--- src/rtl/ppu_oam_scan_pkg.sv ---
// Shared definitions for the PPU OAM-scan stage: object limits, buffer entry layout and
// scan FSM states.
package ppu_oam_scan_pkg;

  localparam int unsigned OBJ_LIMIT = 10;
  localparam int unsigned OAM_OBJS  = 40;

  typedef struct packed {
    logic [7:0] x;
    logic [5:0] oam_idx;
    logic [3:0] row;
  } obj_entry_t;

  typedef enum logic [1:0] {
    IDLE = 2'd0,
    SCAN = 2'd1,
    DONE = 2'd2
  } oam_scan_state_t;

endpackage

--- src/rtl/ppu_oam_scan_if.sv ---
// Control, OAM read and object-buffer read signals of the OAM-scan stage.
interface ppu_oam_scan_if;

  logic        start;
  logic [7:0]  ly;
  logic        obj_size;
  logic [6:0]  oam_addr;
  logic [15:0] oam_in;
  logic        busy;
  logic        done;
  logic [3:0]  count;
  logic [3:0]  rd_sel;
  logic [7:0]  rd_x;
  logic [5:0]  rd_oam_idx;
  logic [3:0]  rd_row;

  // The scan block itself.
  modport slave (
    input  start, ly, obj_size, oam_in, rd_sel,
    output oam_addr, busy, done, count, rd_x, rd_oam_idx, rd_row
  );

  // Sequencer, OAM arbiter and draw stage around the scan block.
  modport master (
    output start, ly, obj_size, oam_in, rd_sel,
    input  oam_addr, busy, done, count, rd_x, rd_oam_idx, rd_row
  );

endinterface

--- src/rtl/ppu_obj_buffer.sv ---
// Selected-object register file: one write port, one combinational read port that
// returns zero for entries at or beyond the current count.
module ppu_obj_buffer
  import ppu_oam_scan_pkg::*;
(
  input  logic       clk,
  input  logic       rst,
  input  logic       wr_en_i,
  input  logic [3:0] wr_idx_i,
  input  obj_entry_t wr_entry_i,
  input  logic [3:0] count_i,
  input  logic [3:0] rd_sel_i,
  output obj_entry_t rd_entry_o
);

  obj_entry_t mem_q [OBJ_LIMIT];
  obj_entry_t mem_d [OBJ_LIMIT];

  always_comb begin
    for (int k = 0; k < OBJ_LIMIT; k++) begin
      mem_d[k] = mem_q[k];
    end
    if (wr_en_i) begin
      mem_d[wr_idx_i] = wr_entry_i;
    end
  end

  always_ff @(posedge clk or posedge rst) begin
    if (rst) begin
      for (int k = 0; k < OBJ_LIMIT; k++) begin
        mem_q[k] <= '0;
      end
    end else begin
      for (int k = 0; k < OBJ_LIMIT; k++) begin
        mem_q[k] <= mem_d[k];
      end
    end
  end

  // count never exceeds OBJ_LIMIT, so the compare also keeps the index in range.
  always_comb begin
    rd_entry_o = '0;
    if (rd_sel_i < count_i) begin
      rd_entry_o = mem_q[rd_sel_i];
    end
  end

endmodule

--- src/rtl/ppu_oam_scan.sv ---
// OAM scan: walks all 40 OAM entries in 80 dots, two per object, and records up to
// OBJ_LIMIT objects overlapping scanline ly into the object buffer in OAM order.
module ppu_oam_scan
  import ppu_oam_scan_pkg::*;
(
  input  logic           clk,
  input  logic           rst,
  ppu_oam_scan_if.slave  bus
);

  oam_scan_state_t state_q, state_d;
  logic [5:0]      idx_q, idx_d;
  logic            phase_q, phase_d;
  logic            size_q, size_d;
  logic [3:0]      count_q, count_d;

  logic            wr_en;
  obj_entry_t      wr_entry;
  obj_entry_t      rd_entry;

  logic [8:0]      t9;
  logic [8:0]      y9;
  logic [8:0]      h9;
  logic            hit;

  // Selection compare, all in 9 bits so Y + height cannot wrap.
  always_comb begin
    t9 = {1'b0, bus.ly} + 9'd16;
    y9 = {1'b0, bus.oam_in[7:0]};
    h9 = size_q ? 9'd16 : 9'd8;
    hit = (y9 <= t9) && (t9 < (y9 + h9));
    wr_entry.x       = bus.oam_in[15:8];
    wr_entry.oam_idx = idx_q;
    wr_entry.row     = 4'(t9 - y9);
  end

  always_comb begin
    state_d = state_q;
    idx_d   = idx_q;
    phase_d = phase_q;
    size_d  = size_q;
    count_d = count_q;
    wr_en   = 1'b0;
    unique case (state_q)
      IDLE, DONE: begin
        if (bus.start) begin
          state_d = SCAN;
          idx_d   = '0;
          phase_d = 1'b0;
          count_d = '0;
          size_d  = bus.obj_size;
        end
      end
      SCAN: begin
        if (bus.start) begin
          // Restart discards any evaluation in flight this cycle.
          idx_d   = '0;
          phase_d = 1'b0;
          count_d = '0;
          size_d  = bus.obj_size;
        end else if (!phase_q) begin
          phase_d = 1'b1;
        end else begin
          phase_d = 1'b0;
          if (hit && (count_q < 4'(OBJ_LIMIT))) begin
            wr_en   = 1'b1;
            count_d = count_q + 4'd1;
          end
          if (idx_q == 6'(OAM_OBJS - 1)) begin
            state_d = DONE;
            idx_d   = '0;
          end else begin
            idx_d = idx_q + 6'd1;
          end
        end
      end
      default: state_d = IDLE;
    endcase
  end

  always_ff @(posedge clk or posedge rst) begin
    if (rst) begin
      state_q <= IDLE;
      idx_q   <= '0;
      phase_q <= 1'b0;
      size_q  <= 1'b0;
      count_q <= '0;
    end else begin
      state_q <= state_d;
      idx_q   <= idx_d;
      phase_q <= phase_d;
      size_q  <= size_d;
      count_q <= count_d;
    end
  end

  ppu_obj_buffer u_obj_buffer (
    .clk        (clk),
    .rst        (rst),
    .wr_en_i    (wr_en),
    .wr_idx_i   (count_q),
    .wr_entry_i (wr_entry),
    .count_i    (count_q),
    .rd_sel_i   (bus.rd_sel),
    .rd_entry_o (rd_entry)
  );

  assign bus.oam_addr   = (state_q == SCAN) ? {idx_q, 1'b0} : 7'd0;
  assign bus.busy       = (state_q == SCAN);
  assign bus.done       = (state_q == DONE);
  assign bus.count      = count_q;
  assign bus.rd_x       = rd_entry.x;
  assign bus.rd_oam_idx = rd_entry.oam_idx;
  assign bus.rd_row     = rd_entry.row;

endmodule

--- src/flat_wrapper.sv ---
// flat-port wrapper written by rule: the top's interface ports become plain ports
module ppu_oam_scan_flat import ppu_oam_scan_pkg::*;
  (clk, rst, bus_start, bus_ly, bus_obj_size, bus_oam_in, bus_rd_sel, bus_oam_addr, bus_busy, bus_done, bus_count, bus_rd_x, bus_rd_oam_idx, bus_rd_row);
  ppu_oam_scan_if bus_i ();
  input  logic clk;
  input  logic rst;
  input wire logic [$bits(bus_i.start)-1:0] bus_start;
  input wire logic [$bits(bus_i.ly)-1:0] bus_ly;
  input wire logic [$bits(bus_i.obj_size)-1:0] bus_obj_size;
  input wire logic [$bits(bus_i.oam_in)-1:0] bus_oam_in;
  input wire logic [$bits(bus_i.rd_sel)-1:0] bus_rd_sel;
  output wire logic [$bits(bus_i.oam_addr)-1:0] bus_oam_addr;
  output wire logic [$bits(bus_i.busy)-1:0] bus_busy;
  output wire logic [$bits(bus_i.done)-1:0] bus_done;
  output wire logic [$bits(bus_i.count)-1:0] bus_count;
  output wire logic [$bits(bus_i.rd_x)-1:0] bus_rd_x;
  output wire logic [$bits(bus_i.rd_oam_idx)-1:0] bus_rd_oam_idx;
  output wire logic [$bits(bus_i.rd_row)-1:0] bus_rd_row;
  assign bus_i.start = bus_start;
  assign bus_i.ly = bus_ly;
  assign bus_i.obj_size = bus_obj_size;
  assign bus_i.oam_in = bus_oam_in;
  assign bus_i.rd_sel = bus_rd_sel;
  assign bus_oam_addr = bus_i.oam_addr;
  assign bus_busy = bus_i.busy;
  assign bus_done = bus_i.done;
  assign bus_count = bus_i.count;
  assign bus_rd_x = bus_i.rd_x;
  assign bus_rd_oam_idx = bus_i.rd_oam_idx;
  assign bus_rd_row = bus_i.rd_row;
  ppu_oam_scan u_core (.clk(clk), .rst(rst), .bus(bus_i));
endmodule
--- config.mk ---
export PLATFORM = sky130hd
export DESIGN_NAME = ppu_oam_scan_flat
export DESIGN_NICKNAME = d
export VERILOG_FILES = /design/src/rtl/ppu_oam_scan_pkg.sv /design/src/rtl/ppu_oam_scan_if.sv /design/src/rtl/ppu_obj_buffer.sv /design/src/rtl/ppu_oam_scan.sv /design/src/flat_wrapper.sv
export SDC_FILE = /design/constraint.sdc
export NUM_CORES = 1
export LEC_CHECK = 0
export ABC_AREA = 0
export BUFFER_PORTS_ARGS = -buffer_cell sky130_fd_sc_hd__buf_4
export CAP_MARGIN = 0
export CORE_ASPECT_RATIO = 2
export CORE_MARGIN = 10
export CORE_UTILIZATION = 61
export DETAILED_ROUTE_END_ITERATION = 6
export GPL_TIMING_DRIVEN = 0
export PLACE_DENSITY = 0.8
export SYNTH_ARGS = -nofsm -noshare
export SYNTH_HDL_FRONTEND = slang
export SYNTH_SLANG_ARGS = --single-unit
--- constraint.sdc ---
create_clock -name clk -period 7.55 [get_ports clk]
set_input_delay 0.3775 -clock clk [delete_from_list [all_inputs] [get_ports clk]]
set_output_delay 0.3775 -clock clk [all_outputs]
set_load 0.02 [all_outputs]
==> results.yml <==
outcome:
  status: "complete, no violations"
floorplan:
  initial_core_util_pct: 61.8
  core_um2: 15800
  num_rows: 65
  die_y_um: 199
  die_w_um: 109
  dieArea_um2: 21800
  ioPinCount: 63
timing:
  slew_headroom_pct: 23.2
  final.setup.tns_ps: 0
  maxSlewViolCount: 0
  max_freq_ghz: 0.239
  period_needed_ps: 4180
  worstMarginPinSlew_ps: 1150
  period_share_pct: 55.4
  skew_ps: 9.54
  rsz0062_at_grt: "false"
  final-hold-violation-count: 0
  setup_viol: 0
clock_tree:
  clock-sinks: 194
  cts_setup_buffers: 0
  clk_latency_ps: 450
  cts-root-buf: "clkbuf_16"
  clk_path_buf_depth: 2
  clk_pin_slew_ps: 80
  cts_buffers: 17
  cts_tree: "yes"
  cts-resized-gates: 0
  cts_htree_levels: 4
setup_path:
  crit_path_cell_trace: "inv_1, ha_1, inv_1, fa_1, nor2_1, xnor2_1, ha_1, o21ai_0, o211a_1, nor3b_1, o21a_1, buf_4, nand4_2, buf_6, mux2_2"
  crit_slowest_cell: "nor3b_1"
  crit_path_end_kind: "register"
  crit_path_max_fanout: 10
  criticalPathCategory: "reg2reg"
  cp-start-kind: "register"
  cpPeakStageDelay_ps: 440
  cp.required_ps: 7880
  cp.arrival_ps: 4510
cells_and_area:
  fin_area_um2: 11000
  finalCoreUtilization_pct: 70.0
  nets: 874
  drive_gt1_share_pct: 35.2
  antennaDiodeCount: 0
  areaGrowthSynthToFinish_pct: 13.2
  nFillCells: 1106
  stdcell_count: 1026
flow_run:
  maxCapViolations: 0
yosys:
  synth.cell_area_um2: 9750
  synthesis.nets: 801
  synth_enable_flop_cells: 0
  seq_area_frac_synth_pct: 49.8
  ys_types: 48
  synthTopCellsByArea: "dfrtp_1 (50%), mux2_2 (18%), mux4_2 (8.3%)"
  yosysMostFrequentCell: "dfrtp_1"
  netlist_top_cells_count: "dfrtp_1 (194), mux2_2 (157), mux2i_1 (38)"
  ys_ff_latch: 194
  syn_inst: 739
  synth_ff_type: "dfrtp_1"
  yosysTopAreaCellShare_pct: 49.8
  syn_avg_cell_area_um2: 13.2
  yosysTopAreaCell: "dfrtp_1"
  yosys_warnings: 0
  synthArstFlopShare_pct: 100
grt:
  grt_max_degree: 136
  grt_pass1_wl_um: 38600
  grt.overflow.total: 0
  antenna_found_initial: 0
  track_usage_pct: 23.6
  grt_pass1_vias: 7146
route:
  dr.pass1.iters: 5
  post_drt_wl_per_cell_um: 23.6
  wl_um: 24200
  ant_nets: 0
  vias: 6439
  post-route-drc-count: 0
  vias_per_cell: 6.28
  drt_iter0_drc: 456
power:
  p_leak_nw: 5.47
  finalPower_w: 0.00241
  p_per_area_nw_per_um2: 218
  ir_drop_uv: 161
place:
  dp_cells: 993
  gp_congestion: 0.838
  dp.final_hpwl_um: 17400
  place_area_um2: 10400
  io_buffers: 52
min_path:
  hp-class: "in2reg"
[cell usage in the layout, fill, tap and decap left out, drive strengths merged, types with 4 or more instances in the layout]
| cell type | n |
|---|---|
| clkinv | 7 |
| nand4 | 8 |
| dfrtp | 194 |
| clkbuf | 51 |
| mux4 | 36 |
| nand2 | 32 |
| o2111ai | 8 |
| xor2 | 6 |
| inv | 33 |
| o22ai | 18 |
| o21ai | 28 |
| buf | 75 |
| a211oi | 4 |
| nand3 | 4 |
| a21oi | 14 |
| ha | 28 |
| and3 | 8 |
| nor2 | 12 |
| and2 | 26 |
| xnor2 | 4 |
| a21o | 5 |
| mux2i | 38 |
| mux2 | 157 |
[power breakdown]
part | switching [W] | internal [W]
registers | 0.0000457 | 0.00111
clock network | 0.000437 | 0.000475
logic | 0.000182 | 0.000157
[worst max-delay path: cells and delay by family (launching register included)]
| kind | cells | cell delay [ps] |
|---|---|---|
| simple gates | 3 | 1030 |
| fa+ha+maj | 3 | 850 |
| compound gates | 3 | 660 |
| mux | 1 | 290 |
| buf+inv | 4 | 670 |
| xor+xnor | 1 | 130 |
| flops | 1 | 400 |
[flip-flops by register name (all words and copies together) (netlist names)]
name                       count
u_core.u_obj_buffer.mem_q    180
u_core.idx_q                   6
u_core.phase_q                 1
u_core.state_q                 2
u_core.bus.count               4
u_core.size_q                  1
[layer usage]
metal	share of wire (%)	up-vias	GRT usage, %
met5	0	-	0
met4	5.2	0	15.3
met3	3.8	72	3.76
met2	56	189	41.7
met1	35	3346	24.9
li1	-	2832	-
[final cells by class]
cell class                 instances  area, um2  share of cell area (%)
sequential                       194       4850                    44.0
timing repair buffer              54        428                    3.88
buffer                            55        233                    2.11
clock buffer                      18        429                    3.89
inverter                          27        109                   0.986
multi-input combinational        463       4560                    41.3
clock inverter                    14        169                    1.53
tap                              201        251                    2.28
[worst paths after layout]
kind	from	to	slack, ps	cells after the start
max	u_core.size_q	u_core.u_obj_buffer.mem_q[126]	3370	15
min	bus_obj_size	u_core.size_q	140	3
max reg2reg	u_core.size_q	u_core.u_obj_buffer.mem_q[126]	3370	15
min reg2reg	u_core.u_obj_buffer.mem_q[38]	u_core.u_obj_buffer.mem_q[38]	480	2
max in group asynchronous	rst	u_core.u_obj_buffer.mem_q[67]	6040	4
min in group asynchronous	rst	u_core.u_obj_buffer.mem_q[61]	490	3
[kinds of logic (layout without fill, tap and decap cells)]
family,count (synthesis),count (layout),share of synthesized area [%]
xor+xnor,10,10,0.898
buf+inv,82,168,3.43
mux,231,231,30.3
simple gates,102,102,5.57
compound gates,89,89,5.94
fa+ha+maj,30,30,4.00
other cells,1,1,0.0385
flops,194,194,49.8
[per-stage QoR]
stage                     hold slack, ps  setup slack, ps
after floorplan                      444             1890
after global placement               457              443
after detailed placement             434             3420
after CTS                            135             3390
after global routing                 140             3190
final                                137             3370
[what timing repair did]
item,in CTS,in global routing
endpoints found under the setup margin,0,0
hold buffers,1,0
hold endpoints to repair,59,0
(Power assumes the default switching activity.)
